--- src/rtl/rib_xbar.sv ---
// rib_xbar: parametrised shared-bus crossbar between NUM_MASTERS masters and NUM_SLAVES slaves.
// One transfer at a time: IDLE (arbitrate, grant) -> BUSY (slave access, wait states,
// optional timeout) -> RESP (one-cycle completion) -> IDLE.
// Ports:
//   clk, rst                 clock, asynchronous active-high reset
//   m_req_i/m_we_i           per-master request and write enable
//   m_addr_i/m_wdata_i       packed per-master address / write data (master k at slice k)
//   m_gnt_o                  combinational one-cycle grant pulse in IDLE
//   m_rvalid_o/m_err_o       completion pulse and error qualifier for the owning master
//   m_rdata_o                packed read data, only the owner's slice is non-zero in RESP
//   s_req_o                  one-hot slave request during BUSY
//   s_we_o/s_addr_o/s_wdata_o  latched transfer attributes shared by all slaves
//   s_rdata_i/s_ready_i      packed slave read data and per-slave ready
//   hold_flag_o              high whenever a transfer is in flight
module rib_xbar #(
  parameter int unsigned NUM_MASTERS    = 4,
  parameter int unsigned NUM_SLAVES     = 6,
  parameter int unsigned ADDR_WIDTH     = 32,
  parameter int unsigned DATA_WIDTH     = 32,
  parameter int unsigned SEL_BITS       = 4,
  parameter int unsigned ARB_MODE       = 1,
  parameter int unsigned TIMEOUT_CYCLES = 255
) (
  input  logic                              clk,
  input  logic                              rst,
  input  logic [NUM_MASTERS-1:0]            m_req_i,
  input  logic [NUM_MASTERS-1:0]            m_we_i,
  input  logic [NUM_MASTERS*ADDR_WIDTH-1:0] m_addr_i,
  input  logic [NUM_MASTERS*DATA_WIDTH-1:0] m_wdata_i,
  output logic [NUM_MASTERS-1:0]            m_gnt_o,
  output logic [NUM_MASTERS-1:0]            m_rvalid_o,
  output logic [NUM_MASTERS-1:0]            m_err_o,
  output logic [NUM_MASTERS*DATA_WIDTH-1:0] m_rdata_o,
  output logic [NUM_SLAVES-1:0]             s_req_o,
  output logic                              s_we_o,
  output logic [ADDR_WIDTH-1:0]             s_addr_o,
  output logic [DATA_WIDTH-1:0]             s_wdata_o,
  input  logic [NUM_SLAVES*DATA_WIDTH-1:0]  s_rdata_i,
  input  logic [NUM_SLAVES-1:0]             s_ready_i,
  output logic                              hold_flag_o
);

  localparam int unsigned MW = (NUM_MASTERS > 1) ? $clog2(NUM_MASTERS) : 1;

  typedef enum logic [1:0] {StIdle, StBusy, StResp} state_e;

  state_e                  state_q, state_d;
  logic [MW-1:0]           owner_q, owner_d;
  logic [MW-1:0]           rr_ptr_q, rr_ptr_d;
  logic [SEL_BITS-1:0]     sel_q, sel_d;
  logic                    we_q, we_d;
  logic [ADDR_WIDTH-1:0]   addr_q, addr_d;
  logic [DATA_WIDTH-1:0]   wdata_q, wdata_d;
  logic                    err_q, err_d;
  logic [DATA_WIDTH-1:0]   rdata_q, rdata_d;
  logic [15:0]             cnt_q, cnt_d;

  // Arbitration
  logic                    any_req;
  logic [MW-1:0]           arb_base;
  logic [NUM_MASTERS-1:0]  req_rot;
  logic                    found;
  logic [MW:0]             win_sum;
  logic [MW-1:0]           win;
  logic                    win_we;
  logic [ADDR_WIDTH-1:0]   win_addr;
  logic [DATA_WIDTH-1:0]   win_wdata;
  logic [SEL_BITS-1:0]     win_sel;
  logic                    win_mapped;

  // Both modes share one first-set search: fixed priority is round-robin with base 0.
  always_comb begin
    any_req  = |m_req_i;
    arb_base = (ARB_MODE == 0) ? '0 : rr_ptr_q;
    req_rot  = NUM_MASTERS'({m_req_i, m_req_i} >> arb_base);
    found    = 1'b0;
    win_sum  = '0;
    for (int i = 0; i < NUM_MASTERS; i++) begin
      if (!found && req_rot[i]) begin
        found   = 1'b1;
        win_sum = {1'b0, arb_base} + (MW+1)'(i);
      end
    end
    if (win_sum >= (MW+1)'(NUM_MASTERS)) begin
      win_sum = win_sum - (MW+1)'(NUM_MASTERS);
    end
    win = win_sum[MW-1:0];

    win_we    = 1'b0;
    win_addr  = '0;
    win_wdata = '0;
    for (int i = 0; i < NUM_MASTERS; i++) begin
      if (win == MW'(i)) begin
        win_we    = m_we_i[i];
        win_addr  = m_addr_i[i*ADDR_WIDTH +: ADDR_WIDTH];
        win_wdata = m_wdata_i[i*DATA_WIDTH +: DATA_WIDTH];
      end
    end
    win_sel    = win_addr[ADDR_WIDTH-1 -: SEL_BITS];
    win_mapped = (32'(win_sel) < NUM_SLAVES);
  end

  // Selected slave's response
  logic                  sel_ready;
  logic [DATA_WIDTH-1:0] sel_rdata;
  logic                  timeout_hit;

  always_comb begin
    sel_ready = 1'b0;
    sel_rdata = '0;
    for (int j = 0; j < NUM_SLAVES; j++) begin
      if (sel_q == SEL_BITS'(j)) begin
        sel_ready = s_ready_i[j];
        sel_rdata = s_rdata_i[j*DATA_WIDTH +: DATA_WIDTH];
      end
    end
    // cnt_q counts completed BUSY cycles, so the Nth BUSY cycle sees N-1.
    timeout_hit = (TIMEOUT_CYCLES != 0) && (cnt_q == 16'(TIMEOUT_CYCLES - 1));
  end

  // Next state
  always_comb begin
    state_d  = state_q;
    owner_d  = owner_q;
    rr_ptr_d = rr_ptr_q;
    sel_d    = sel_q;
    we_d     = we_q;
    addr_d   = addr_q;
    wdata_d  = wdata_q;
    err_d    = err_q;
    rdata_d  = rdata_q;
    cnt_d    = cnt_q;
    unique case (state_q)
      StIdle: begin
        if (any_req) begin
          owner_d = win;
          sel_d   = win_sel;
          we_d    = win_we;
          addr_d  = win_addr;
          wdata_d = win_wdata;
          rdata_d = '0;
          cnt_d   = '0;
          if (win_mapped) begin
            state_d = StBusy;
            err_d   = 1'b0;
          end else begin
            // Unmapped: answer directly, no slave sees the access.
            state_d = StResp;
            err_d   = 1'b1;
          end
        end
      end
      StBusy: begin
        cnt_d = cnt_q + 16'd1;
        if (sel_ready) begin
          rdata_d = we_q ? '0 : sel_rdata;
          err_d   = 1'b0;
          state_d = StResp;
        end else if (timeout_hit) begin
          rdata_d = '0;
          err_d   = 1'b1;
          state_d = StResp;
        end
      end
      StResp: begin
        state_d  = StIdle;
        rr_ptr_d = (owner_q == MW'(NUM_MASTERS - 1)) ? '0 : owner_q + MW'(1);
      end
      default: state_d = StIdle;
    endcase
  end

  always_ff @(posedge clk or posedge rst) begin
    if (rst) begin
      state_q  <= StIdle;
      owner_q  <= '0;
      rr_ptr_q <= '0;
      sel_q    <= '0;
      we_q     <= 1'b0;
      addr_q   <= '0;
      wdata_q  <= '0;
      err_q    <= 1'b0;
      rdata_q  <= '0;
      cnt_q    <= '0;
    end else begin
      state_q  <= state_d;
      owner_q  <= owner_d;
      rr_ptr_q <= rr_ptr_d;
      sel_q    <= sel_d;
      we_q     <= we_d;
      addr_q   <= addr_d;
      wdata_q  <= wdata_d;
      err_q    <= err_d;
      rdata_q  <= rdata_d;
      cnt_q    <= cnt_d;
    end
  end

  // Outputs
  always_comb begin
    hold_flag_o = (state_q != StIdle);
    s_we_o      = we_q;
    s_addr_o    = addr_q;
    s_wdata_o   = wdata_q;
    for (int j = 0; j < NUM_SLAVES; j++) begin
      s_req_o[j] = (state_q == StBusy) && (sel_q == SEL_BITS'(j));
    end
    for (int i = 0; i < NUM_MASTERS; i++) begin
      // Grant is combinational; gate with rst so it is quiet while reset is held.
      m_gnt_o[i]    = !rst && (state_q == StIdle) && any_req && (win == MW'(i));
      m_rvalid_o[i] = (state_q == StResp) && (owner_q == MW'(i));
      m_err_o[i]    = m_rvalid_o[i] && err_q;
      m_rdata_o[i*DATA_WIDTH +: DATA_WIDTH] = m_rvalid_o[i] ? rdata_q : '0;
    end
  end

endmodule

--- config.mk ---
export PLATFORM = sky130hd
export DESIGN_NAME = rib_xbar
export DESIGN_NICKNAME = d
export VERILOG_FILES = /design/src/rtl/rib_xbar.sv
export SDC_FILE = /design/constraint.sdc
export NUM_CORES = 1
export LEC_CHECK = 0
export ABC_AREA = 1
export ABC_CLOCK_PERIOD_IN_PS = 4019
export BUFFER_PORTS_ARGS = -buffer_cell sky130_fd_sc_hd__buf_2
export CAP_MARGIN = 20
export CORE_AREA = 2 2 262 264
export CTS_CLUSTER_DIAMETER = 80
export DETAILED_ROUTE_END_ITERATION = 10
export DIE_AREA = 0 0 264 266
export GPL_TIMING_DRIVEN = 0
export SYNTH_ARGS = -nofsm -noshare
export SYNTH_HDL_FRONTEND = slang
export SYNTH_SLANG_ARGS = --single-unit
--- constraint.sdc ---
create_clock -name clk -period 4.02 [get_ports clk]
set_clock_uncertainty 0.15 [all_clocks]
set_input_delay 0.201 -clock clk [delete_from_list [all_inputs] [get_ports clk]]
set_output_delay 0.201 -clock clk [all_outputs]
set_load 0.01 [all_outputs]
==> flow_metrics.env <==
export IMPL_status="completed"
export IMPL_fin_nets=2754
export IMPL_clock_sinks=120
export IMPL_die_x_um=264
export IMPL_fmax_ghz=0.264
export IMPL_crit_type="reg -> reg"
export IMPL_cp_required_ns=4.26
export IMPL_cp_max_fo=10
export IMPL_ctsRootBufferMaster="clkbuf_16"
export IMPL_crit_path_max_incr_delay_ns=0.55
export IMPL_hold_viol=0
export IMPL_ir_drop_mv=1.12
export IMPL_grt_pass1_wl_mm=96.1
export IMPL_io_buffers=675
export IMPL_cap_violations=0
export IMPL_regToRegStartpoint="sel_q[2]$_DFFE_PP0P_"
export IMPL_met3_length_mm=4.39
export IMPL_cts_buffer_depth=2
export IMPL_drt_pass1_iter_count=7
export IMPL_final_cell_mix="buf_2, nand2_1, nand3_1, nor2_1, dlygate4sd3_1"
export IMPL_path_cells="inv_1, nor2_1, buf_4, nand2_1, clkbuf_1, inv_1, clkbuf_1, nand2_1, nand2_1, dlygate4sd3_1, nand2_1, o21ai_0"
export IMPL_synthCells=1424
export IMPL_syn_nets=1894
export IMPL_path_delay_family="buffers and inverters"
export IMPL_placedCellCount=2984
export IMPL_area_delta_synth_final_pct=77.1
export IMPL_fin_util_pct=23.3
export IMPL_yosysSeqAreaShare_pct=33.7
export IMPL_final_common_cell="buf_2"
export IMPL_rr_endpoint="rdata_q[3]$_DFFE_PP0P_"
export IMPL_drcViolationCount=0
export IMPL_routed_via_density=4.32
export IMPL_clk_pin_slew_worst_paths_ns=0.07
export IMPL_synth_top_area_share_pct=33.7
export IMPL_slew_violations=0
export IMPL_die_area_sq_mm=0.0702
export IMPL_hp_class="in -> reg"
export IMPL_top_layer="met5"
export IMPL_slowest_stage="dlygate4sd3_1"
export IMPL_fp_coreArea_sq_mm=0.0677
export IMPL_grt_overflow=0
export IMPL_grt_pass1_vias=13344
export IMPL_yosys_warnings=0
export IMPL_r2r_cells=12
export IMPL_fin_crit_sh_pct=94.3
export IMPL_crit_path_end="rdata_q[3]$_DFFE_PP0P_"
export IMPL_yosysTopAreaCell="dfrtp_1"
export IMPL_synth_cell_types=36
export IMPL_rsz0062_at_grt="false"
export IMPL_die_h_um=266
export IMPL_drive_above_1_share_pct=33.6
export IMPL_grt_total_usage_pct=19.6
export IMPL_wl_met2_mm=36.7
export IMPL_boundaryPins=676
export IMPL_r2r_slack_ns=0.23
export IMPL_finish_instance_area_sq_mm=0.0158
export IMPL_layout_cells_non_filler=3197
export IMPL_num_rows=96
export IMPL_start_util_pct=13.1
export IMPL_globalplace_congestion=0.960
export IMPL_ys_ff_latch=120
export IMPL_seq_area_sq_mm=0.00300
export IMPL_synth_area_sq_mm=0.00890
export IMPL_cp_start_kind="flop"
export IMPL_grt_antenna_before_repair=29
export IMPL_power_leakage_nw=8.04
export IMPL_crit_buf_inv=6
export IMPL_cp_end_kind="flop"
export IMPL_holdPathStages=5
export IMPL_synth_area_leaders="dfrtp_1, nand2_1, nand3_1"
export IMPL_arrival_ns=4.03
export IMPL_multi_input_area_sq_mm=0.00509
export IMPL_startpoint="sel_q[2]$_DFFE_PP0P_"
export IMPL_wl_met1_mm=26.1
export IMPL_cts_buffers=17
export IMPL_num_fill_cells=7784
export IMPL_async_flop_share_pct=100
export IMPL_synth_edff_count=0
export IMPL_setup_violations=0
export IMPL_vias=13822
export IMPL_ant_nets=0
export IMPL_synth_area_per_cell_sq_um=6.25
export IMPL_relSlewSlack_pct=36.7
export IMPL_clk_latency_ns=0.46
export IMPL_final_setup_tns_ns=0
export IMPL_crit_cells=12
export IMPL_power_density_mw_per_mm2=850
export IMPL_drtIter0Drc=916
export IMPL_wl_mm=71.0
export IMPL_tightest_slew_ns=0.949
export IMPL_routedWlPerCell_um=22.2
export IMPL_placed_cell_area_sq_mm=0.0134
export IMPL_critPathMostFrequentCell="nand2_1"
export IMPL_grt_max_degree=67
export IMPL_post_dp_hpwl_mm=60.6
export IMPL_synth_flop_cell="dfrtp_1"
export IMPL_htreeDepth=4
export IMPL_tritoncts="built"
export IMPL_period_minus_slack_ns=3.79
==> layout make-up <==
type                       instances  share of cell area [%]
antenna                           18                   0.286
buffer                           100                    2.95
clock buffer                      18                    2.72
clock inverter                    14                    1.31
inverter                          94                    2.27
multi-input combinational       1110                    32.3
sequential                       120                    19.1
tap                              882                    7.00
timing repair buffer             841                    32.1
==> per-layer routing <==
metal / vias up / global-route usage, %
met3: 144 / 4.10
met5: - / 0
met2: 752 / 36.6
li1: 6458 / -
met1: 6464 / 20.5
met4: 4 / 10.4
==> cell families after synthesis <==
| logic type | count (synthesis) | synth area share (%) |
|---|---|---|
| muxes | 1 | 0.112 |
| xor gates and xnor gates | 1 | 0.183 |
| DFF | 120 | 33.7 |
| buffers and inverters | 194 | 9.18 |
| adders and majority gates | 6 | 0.844 |
| AOI/OAI and AO/OA | 260 | 16.4 |
| and+or+nand+nor | 842 | 39.5 |
==> stage by stage <==
step / power [mW] / setup WS [ns] / hold WS (ns)
floorplan: 6.59 / 0.143 / 0.179
global placement: 10.4 / -2.49 / 0.269
detailed placement: 10.5 / -0.344 / 0.229
CTS: 13.5 / 0.101 / 0.00314
global route: 14.4 / 0.0570 / 0.0383
finish: 13.4 / 0.230 / 0.0437
==> power by group <==
group / leakage (nW) / switching, mW / internal, mW
combinational: 6.18 / 6.32 / 3.40
clock: 0.308 / 0.712 / 1.06
sequential: 1.55 / 0.261 / 1.65
==> worst min-delay path: cells and delay by family <==
kind                   cells  cell delay, ns
AO/OA/AOI/OAI              1            0.11
buffers and inverters      1            0.10
AND/OR/NAND/NOR            3            0.21
==> cell usage after synthesis, types with 8 or more instances <==
library cell	n
a21oi_1	53
a31oi_1	20
buf_2	20
buf_4	9
clkbuf_1	60
dfrtp_1	120
inv_1	86
inv_2	8
nand2_1	422
nand3_1	205
nor2_1	181
nor3_1	10
o211ai_1	16
o21ai_0	49
o21ai_1	68
o22ai_1	43
==> timing repair <==
item | in CTS | in global routing
endpoints found under the hold margin | 152 | 0
hold buffers | 163 | 0
gates resized for setup | 3 | 0
setup buffers | 0 | 0
setup endpoints to repair | 17 | 0
==> worst min-delay path by stage <==
stage	start	to	slack (ns)
final	m_wdata_i[123]	s_wdata_o[27]$_DFFE_PP0P_	0.04
after global placement	m_addr_i[98]	s_addr_o[2]$_DFFE_PP0P_	0.27
after CTS	m_addr_i[89]	s_addr_o[25]$_DFFE_PP0P_	0.003
after global routing	m_wdata_i[19]	s_wdata_o[19]$_DFFE_PP0P_	0.04
after floorplan	m_addr_i[112]	s_addr_o[16]$_DFFE_PP0P_	0.18
after detailed placement	rst	s_wdata_o[18]$_DFFE_PP0P_	0.23
==> registers in the layout, indices dropped and copies added, names as in the netlist <==
register / cells
cnt_q: 16
s_addr_o: 28
rdata_q: 32
arb_base: 2
s_we_o: 1
err_q: 1
s_wdata_o: 32
sel_q: 4
owner_q: 2
state_q: 2
No activity file was read; power rests on OpenSTA's default activity.
